--- src/rtl/spart_tx_fifo.sv ---
// Byte FIFO between the SPART bus write path and the serial transmitter; DEPTH x 8 register storage.
// Latency: byte pushed into an empty FIFO at edge n (tbr=1) is presented with tx_write after edge n+1.
// Backpressure: pops wait on tbr; a push while full with no same-cycle pop is dropped (optional sticky flag SPART_TX_OVF_FLAG_EN).
module spart_tx_fifo #(
    parameter int DEPTH  = 8,
    parameter int ADDR_W = 3
) (
    input  logic              clk,
    input  logic              rst,
    input  logic              wr_en,
    input  logic [7:0]        wr_data,
    output logic              full,
    output logic              empty,
    output logic [ADDR_W:0]   count,
    input  logic              tbr,
    output logic              tx_write,
    output logic [7:0]        tx_data,
    output logic              overflow,
    input  logic              clr_ovf
);

    typedef enum logic [1:0] {
        IDLE = 2'd0,
        LOAD = 2'd1,
        BUSY = 2'd2
    } state_t;

    localparam logic [ADDR_W:0] FULL_CNT = (ADDR_W+1)'(DEPTH);

    logic [7:0]        mem_q [DEPTH];
    logic [ADDR_W-1:0] wr_ptr_q, wr_ptr_d;
    logic [ADDR_W-1:0] rd_ptr_q, rd_ptr_d;
    logic [ADDR_W:0]   count_q, count_d;
    state_t            state_q, state_d;
    logic              tx_write_q, tx_write_d;
    logic [7:0]        tx_data_q, tx_data_d;
    logic              pop;
    logic              push;

    assign empty    = (count_q == '0);
    assign full     = (count_q == FULL_CNT);
    assign count    = count_q;
    assign tx_write = tx_write_q;
    assign tx_data  = tx_data_q;

    // A pop needs the FSM idle, something queued and the transmitter ready.
    // empty is the pre-push value, so a byte pushed this cycle is not popped this cycle.
    assign pop  = (state_q == IDLE) && !empty && tbr;
    // A same-cycle pop frees the slot a push into a full FIFO needs; when full the
    // read and write pointers coincide, and the pop reads the old byte before it is overwritten.
    assign push = wr_en && (!full || pop);

    // Storage write; contents need no reset since count gates every read.
    always_ff @(posedge clk) begin
        if (push) begin
            mem_q[wr_ptr_q] <= wr_data;
        end
    end

    // Pointer and occupancy next-state.
    always_comb begin
        wr_ptr_d = wr_ptr_q;
        rd_ptr_d = rd_ptr_q;
        count_d  = count_q;
        if (push) begin
            wr_ptr_d = wr_ptr_q + ADDR_W'(1);
        end
        if (pop) begin
            rd_ptr_d = rd_ptr_q + ADDR_W'(1);
        end
        case ({push, pop})
            2'b10:   count_d = count_q + (ADDR_W+1)'(1);
            2'b01:   count_d = count_q - (ADDR_W+1)'(1);
            default: count_d = count_q;
        endcase
    end

    // FSM next state: LOAD absorbs the cycle before the transmitter drops tbr.
    always_comb begin
        state_d = state_q;
        case (state_q)
            IDLE:    state_d = pop ? LOAD : IDLE;
            LOAD:    state_d = BUSY;
            BUSY:    state_d = tbr ? IDLE : BUSY;
            default: state_d = IDLE;
        endcase
    end

    // FSM outputs: load strobe only on the popping cycle, data held between pops.
    always_comb begin
        tx_write_d = pop;
        tx_data_d  = tx_data_q;
        if (pop) begin
            tx_data_d = mem_q[rd_ptr_q];
        end
    end

    // State, pointers and registered transmitter outputs.
    always_ff @(posedge clk or posedge rst) begin
        if (rst) begin
            state_q    <= IDLE;
            wr_ptr_q   <= '0;
            rd_ptr_q   <= '0;
            count_q    <= '0;
            tx_write_q <= 1'b0;
            tx_data_q  <= 8'h00;
        end else begin
            state_q    <= state_d;
            wr_ptr_q   <= wr_ptr_d;
            rd_ptr_q   <= rd_ptr_d;
            count_q    <= count_d;
            tx_write_q <= tx_write_d;
            tx_data_q  <= tx_data_d;
        end
    end

`ifdef SPART_TX_OVF_FLAG_EN
    logic ovf_q, ovf_d;
    logic drop;

    assign drop     = wr_en && full && !pop;
    assign overflow = ovf_q;

    // Sticky drop flag; a new drop beats a simultaneous clear.
    always_comb begin
        ovf_d = ovf_q;
        if (drop) begin
            ovf_d = 1'b1;
        end else if (clr_ovf) begin
            ovf_d = 1'b0;
        end
    end

    // Overflow flag register.
    always_ff @(posedge clk or posedge rst) begin
        if (rst) begin
            ovf_q <= 1'b0;
        end else begin
            ovf_q <= ovf_d;
        end
    end
`else
    logic unused_clr_ovf;

    assign unused_clr_ovf = clr_ovf;
    assign overflow       = 1'b0;
`endif

endmodule

--- config.mk ---
export PLATFORM = sky130hd
export DESIGN_NAME = spart_tx_fifo
export DESIGN_NICKNAME = d
export VERILOG_FILES = /design/src/rtl/spart_tx_fifo.sv
export SDC_FILE = /design/constraint.sdc
export NUM_CORES = 1
export LEC_CHECK = 0
export CAP_MARGIN = 15
export CORE_MARGIN = 1.5
export CORE_UTILIZATION = 57
export DETAILED_ROUTE_END_ITERATION = 8
export GPL_TIMING_DRIVEN = 0
export PLACE_DENSITY = 0.78
export SYNTH_ARGS = -nofsm -noshare
export SYNTH_HDL_FRONTEND = slang
export SYNTH_SLANG_ARGS = --single-unit
--- constraint.sdc ---
create_clock -name clk -period 2.5 [get_ports clk]
set_clock_uncertainty 0.05 [all_clocks]
set_input_delay 0.25 -clock clk [delete_from_list [all_inputs] [get_ports clk]]
set_output_delay 0.25 -clock clk [all_outputs]
set_load 0.05 [all_outputs]
### After elaboration in Yosys (flattened, before gate mapping)

Memory sizes are Yosys's and may differ from the RTL's. A register that Yosys moved wholly into a read port is not among the register bits.
Index checks and enable logic that the tools add are counted.

| word-level totals | value |
|---|---|
| memories kept | 1 |
| register bits | 13 |
| logic and storage cells | 30 |
| RAM bits | 64 |
| input port bits | 13 |
| output and inout bits | 16 |

| cells by class | value |
|---|---|
| $add $sub $neg | 4 |
| equality and inequality tests | 5 |
| muxes and demuxes | 6 |
| reduce and logical (&&, ||, !) cells | 9 |

Memory list:

| name | depth | width | rd ports | clocked after memory_dff | wr ports | line | source |
|---|---|---|---|---|---|---|---|
| mem_q | 8 | 8 | 1 | 1 | 1 | 30 | `logic [7:0] mem_q [DEPTH];` |

Operators with widths:

| cell | count |
|---|---|
| case mux 4 bit (2 select lines) | 1 |
| adder 3 x 1 -> 3 bit, second input constant | 2 |
| case mux 2 bit (3 select lines) | 1 |
| adder 4 x 1 -> 4 bit, second input constant | 1 |
| == test 2 x 1 -> 1 bit, second input constant | 2 |
| == test 2 bit, second input constant | 2 |
| == test 4 bit, second input constant | 1 |
| logical NOT 4 bit | 1 |
| subtractor 4 x 1 -> 4 bit, second input constant | 1 |
| logical AND 1 bit | 3 |
| 2-to-1 mux 1 bit | 3 |
| logical NOT 1 bit | 2 |
| logical NOT 2 bit | 1 |
| 2-to-1 mux 2 bit | 1 |
| nonzero test 2 bit | 1 |
| logical OR 1 bit | 1 |

### Depth between registers and ports, before layout

| logic depth | value |
|---|---|
| depth in word-level cells | 8 |
| gate-level depth with buffers | 9 |
| gate-level depth less buffers | 9 |

### Worst setup path after synthesis

OpenSTA, ideal clock, no wires.

| path | value |
|---|---|
| path type | flip-flop to flip-flop |
| start point | register count_q[2], in the netlist count[2] |
| end point | register count_q[3], in the netlist count[3] |
| data required time | 2.326 ns |
| setup time | 0.124 ns |
| clock period less this slack | 2.967 ns |
| buffers on the path | 0 |
| stages on the path, launching flop included | 10 |
| arrival time | 2.794 ns |
| setup slack | -0.467 ns |
| path through | dfrtp_1 > nor4_4 > nor2_4 > nand2_1 > inv_2 > ha_1 > a21o_1 > a21oi_1 > mux2i_1 > a211o_1 |

| on the way | value |
|---|---|
| cells in the longest elaborated chain, start to end | 8 |
| elaborated cells on any way between the ends | 14 |
| classes of those cells | 2 x add/sub; 3 x eq/ne; 1 x mux; 8 x reduce/logical |

Ends and longest elaborated chain:

| what | line | source |
|---|---|---|
| from (decl) | 33 | `logic [ADDR_W:0] count_q, count_d;` |
| from (signal assigned) | 111 | `count_q <= count_d;` |
| logical NOT 4 bit * | 40 | `assign empty = (count_q == '0);` |
| via empty | 13 | `output logic empty,` |
| logical NOT 1 bit * | 48 | `assign pop = (state_q == IDLE) && !empty && tbr;` |
| logical AND 1 bit * (2 in series) | 48 |  |
| logical OR 1 bit | 51 | `assign push = wr_en && (!full \|\| pop);` |
| logical AND 1 bit | 51 |  |
| == test 2 x 1 -> 1 bit / == test 2 bit (equally long branches) | 71 | `case ({push, pop})` |
| case mux 4 bit (2 select lines) / nonzero test 2 bit (equally long branches) | -- |  |

The timed path passes the listed nets; every way through them passes the cells marked *.
A chain may end at the register's enable or synchronous reset.

### Final worst setup path

| path | value |
|---|---|
| start point | register state_q[1] |
| end point | memory mem_q[6][6] (enable) |

| on the way | value |
|---|---|
| cells in the longest elaborated chain, start to end | 7 |

Ends and longest elaborated chain:

| what | line | source |
|---|---|---|
| from (decl) | 34 | `state_t state_q, state_d;` |
| from (signal assigned) | 108 | `state_q <= state_d;` |
| logical NOT 2 bit | 48 |  |
| logical AND 1 bit (2 in series) | 48 |  |
| logical OR 1 bit | 51 |  |
| logical AND 1 bit | 51 |  |
| 2-to-1 mux 1 bit | 55 | `if (push) begin` |
| 2-to-1 mux 1 bit (implied by the code) | 56 | `mem_q[wr_ptr_q] <= wr_data;` |
| to (decl) | 30 |  |

No other way between the ends.

==> reports/results.tsv <==
metric	value	unit
status	finished clean	
crit_arrival	2330	ps
path_depth	4	
crit_required	2420	ps
htree_levels	3	
ys_seq_area_share	69.19	%
die_x	81.78	um
critPathLaunch	state_q[1]$_DFF_PP0_	
final_antenna_net_count	0	
cp_max_fo	8	
nets	257	
area_growth	18.00	%
vias	1831	
cts_tree	done	
synth_warnings	0	
p_seq_share	40.4	%
critPathCaptureType	flip-flop	
min_period_over_period	96.40	%
num_antenna_cells	0	
detail_route.wl_per_cell	19.72	um
cp_num_buf_inv	0	
synth_fp_nets	218	
worst_slew_pin_slew	1046	ps
grt_pass1_vias	1884	
port_buffers	26	
grt_pass1_wl	9625	um
ios	29	
slowest_stage	nor2_1	
use_met1	26.18	%
swShare	36.42	%
wirelength	6292	um
viasPerCell	5.740	
crit_family	simple AND/OR/NAND/NOR gates	
rows	28	
synth_cells	200	
post-cts-setup-buffer-count	0	
cts_buffers	9	
final-hold-violation-count	0	
r2r_cells	4	
switching_power	1.877	mW
initial_core_util	59.39	%
fin_ws	90.11	ps
drt-initial-drc-count	109	
dieArea	6687	um2
place_ws	-265.7	ps
grtUsageMet3	5.556	%
die_h	81.78	um
clkPwrFrac	20.7	%
grt_use_met2	36.31	%
slew_violations	0	
track_usage	21.33	%
grt_max_degree	22	
antenna_found_initial	0	
drtPass1Iterations	4	
grt.busiest_layer	met2	
pwr-share-comb	38.9	%
root_buffer	clkbuf_8	
slowest_delay	820	ps
r2r_start	state_q[1]$_DFF_PP0_	
p_total	5.156	mW
internal_power	3.278	mW
setup_viol	0	
cap_violations	0	
rsz0062_at_grt	false	
clk_pin_slew_worst_paths	90	ps
crit-reg2reg-capture	mem_q[6][6]$_DFFE_PP_	
syn_avg_cell_area	17.69	um2
cts_buffer_depth	2	
powerDensity	1235	nW/um2
vdd_drop_max	0.7154	mV
gr-total-overflow	0	
setup.worst_path.start_class	flip-flop	
hold_path.class	in2async	
route.detailed.drc	0	
max_slew_margin	29.98	%
post-route-min-period	2410	ps
reg2reg_setup_slack	90	ps
setup_tns	0	ps
fill_cells	401	
fmax	415.0	MHz
drive_gt1_share	19.67	%
hold_ws	311.8	ps
hpwl	4067	um
coreArea	5956	um2
crit_path_cell_trace	or3b_4 -> nand2_1 -> nand2b_1 -> nor2_1	
holdBufCountCts	0	
power.leakage	1.542	nW
clkSinkCount	85	
synth_cell_type_count	37	
gp_congestion	0.8053	
ys_ff_latch	85	
synthesis.area	3537	um2
endpoint	mem_q[6][6]$_DFFE_PP_	
path_class	reg2reg	
insertion_delay	350	ps
area by class of cell:
class | count | area, um2 | share of cell area [%]
flip-flops and latches | 85 | 2452 | 58.75
multi-input cells | 101 | 1039 | 24.88
repair buffers | 28 | 277.8 | 6.655
clock buffers | 10 | 127.6 | 3.058
clock inverters | 6 | 93.84 | 2.248
well taps | 75 | 93.84 | 2.248
plain buffers | 9 | 71.32 | 1.709
inverters | 5 | 18.77 | 0.4496
worst min-delay path by stage:
stage | start | to | slack (ps) | depth (start not counted)
after floorplan | rst | rd_ptr_q[0]$_DFFE_PP0N_ | 180 | 1
after global placement | state_q[0]$_DFF_PP0_ | state_q[1]$_DFF_PP0_ | 440 | 1
after detailed placement | state_q[0]$_DFF_PP0_ | state_q[1]$_DFF_PP0_ | 460 | 1
after CTS | rst | tx_data[4]$_DFFE_PP0N_ | 340 | 2
after global routing | rst | tx_data[4]$_DFFE_PP0N_ | 410 | 2
final | rst | state_q[1]$_DFF_PP0_ | 310 | 2
registers in the layout (all words and copies together), names as in the netlist:
| signal | count |
|---|---|
| count | 4 |
| mem_q | 64 |
| rd_ptr_q | 3 |
| state_q | 2 |
| tx_data | 8 |
| tx_write | 1 |
| wr_ptr_q | 3 |
power by group through the flow:
stage                     combinational, mW  sequential [mW]  clock (mW)
final                                  2.00             2.09        1.07
after global routing                   2.16             2.12        1.14
after CTS                              2.01             2.09        1.08
after detailed placement               2.01             2.11           0
after global placement                 1.94             2.09           0
after floorplan                        1.12             2.41           0
what timing repair did:
action                                 4_1_cts  5_1_grt
setup endpoints to repair                    0        9
gates resized for setup                      0        3
endpoints found under the hold margin        0        0
cells in the final DEF, fill, tap and decap left out, types with 2 or more instances in the layout:
| master | Yosys | routed |
|---|---|---|
| mux2i_1 | 11 | 11 |
| mux4_2 | 4 | 4 |
| bufinv_16 | 0 | 2 |
| inv_1 | 4 | 4 |
| mux4_1 | 12 | 12 |
| a21oi_1 | 10 | 9 |
| o21ai_0 | 2 | 2 |
| buf_2 | 2 | 2 |
| nor3_1 | 7 | 3 |
| edfxtp_1 | 64 | 64 |
| nand2b_1 | 2 | 2 |
| dfrtp_1 | 21 | 17 |
| buf_6 | 3 | 3 |
| buf_4 | 2 | 4 |
| xor2_1 | 2 | 2 |
| inv_6 | 0 | 3 |
| nand3_1 | 3 | 3 |
| nand2_1 | 9 | 8 |
| nor3_2 | 0 | 4 |
| ha_1 | 4 | 3 |
| xnor2_1 | 4 | 4 |
| clkdlybuf4s50_1 | 0 | 25 |
| dfrtp_2 | 0 | 4 |
| clkbuf_8 | 0 | 9 |
| nor2_1 | 16 | 16 |
Yosys cell counts:
library cell,count,share of area (%)
a211o_1,1,0.25
a21o_1,1,0.21
a21oi_1,10,1.4
and3_1,1,0.18
buf_2,2,0.28
buf_4,2,0.42
buf_6,3,0.96
clkbuf_2,1,0.14
clkbuf_4,1,0.21
conb_1,1,0.11
dfrtp_1,21,15
edfxtp_1,64,54
fa_1,1,0.57
ha_1,4,1.4
inv_1,4,0.42
inv_2,1,0.11
mux2_2,1,0.32
mux2_4,1,0.42
mux2i_1,11,3.1
mux4_1,12,8.9
mux4_2,4,2.5
nand2_1,9,0.96
nand2b_1,2,0.35
nand3_1,3,0.42
nor2_1,16,1.7
nor2_4,1,0.32
nor3_1,7,0.99
nor3b_1,1,0.21
nor4_1,1,0.18
nor4_4,1,0.60
nor4b_4,1,0.67
o21ai_0,2,0.28
o21ai_1,1,0.14
or3_1,1,0.18
or3b_4,1,0.32
xnor2_1,4,0.99
xor2_1,2,0.50
logic make-up after synthesis:
logic type | count (synthesis) | synth area share [%]
flops | 85 | 69.19
other cells | 1 | 0.1060
simple gates | 45 | 7.075
mux | 29 | 15.32
fa+ha+maj | 5 | 1.981
compound gates | 15 | 2.299
buf+inv | 14 | 2.546
xor+xnor | 6 | 1.486
routing by layer:
layer	up-vias	routed length [um]
met2	55	3361
met1	916	2541
met5	-	0
li1	853	-
met4	0	65
met3	7	323
through the flow:
step	instances	instance area, um2	utilization [%]
5_1_grt	319	4174	70.08
3_3_place_gp	301	3915	65.74
6_report	319	4174	70.08
4_1_cts	319	4161	69.87
3_5_place_dp	303	3940	66.16
2_1_floorplan	200	3561	-
Power figures use the tool's default switching activity.
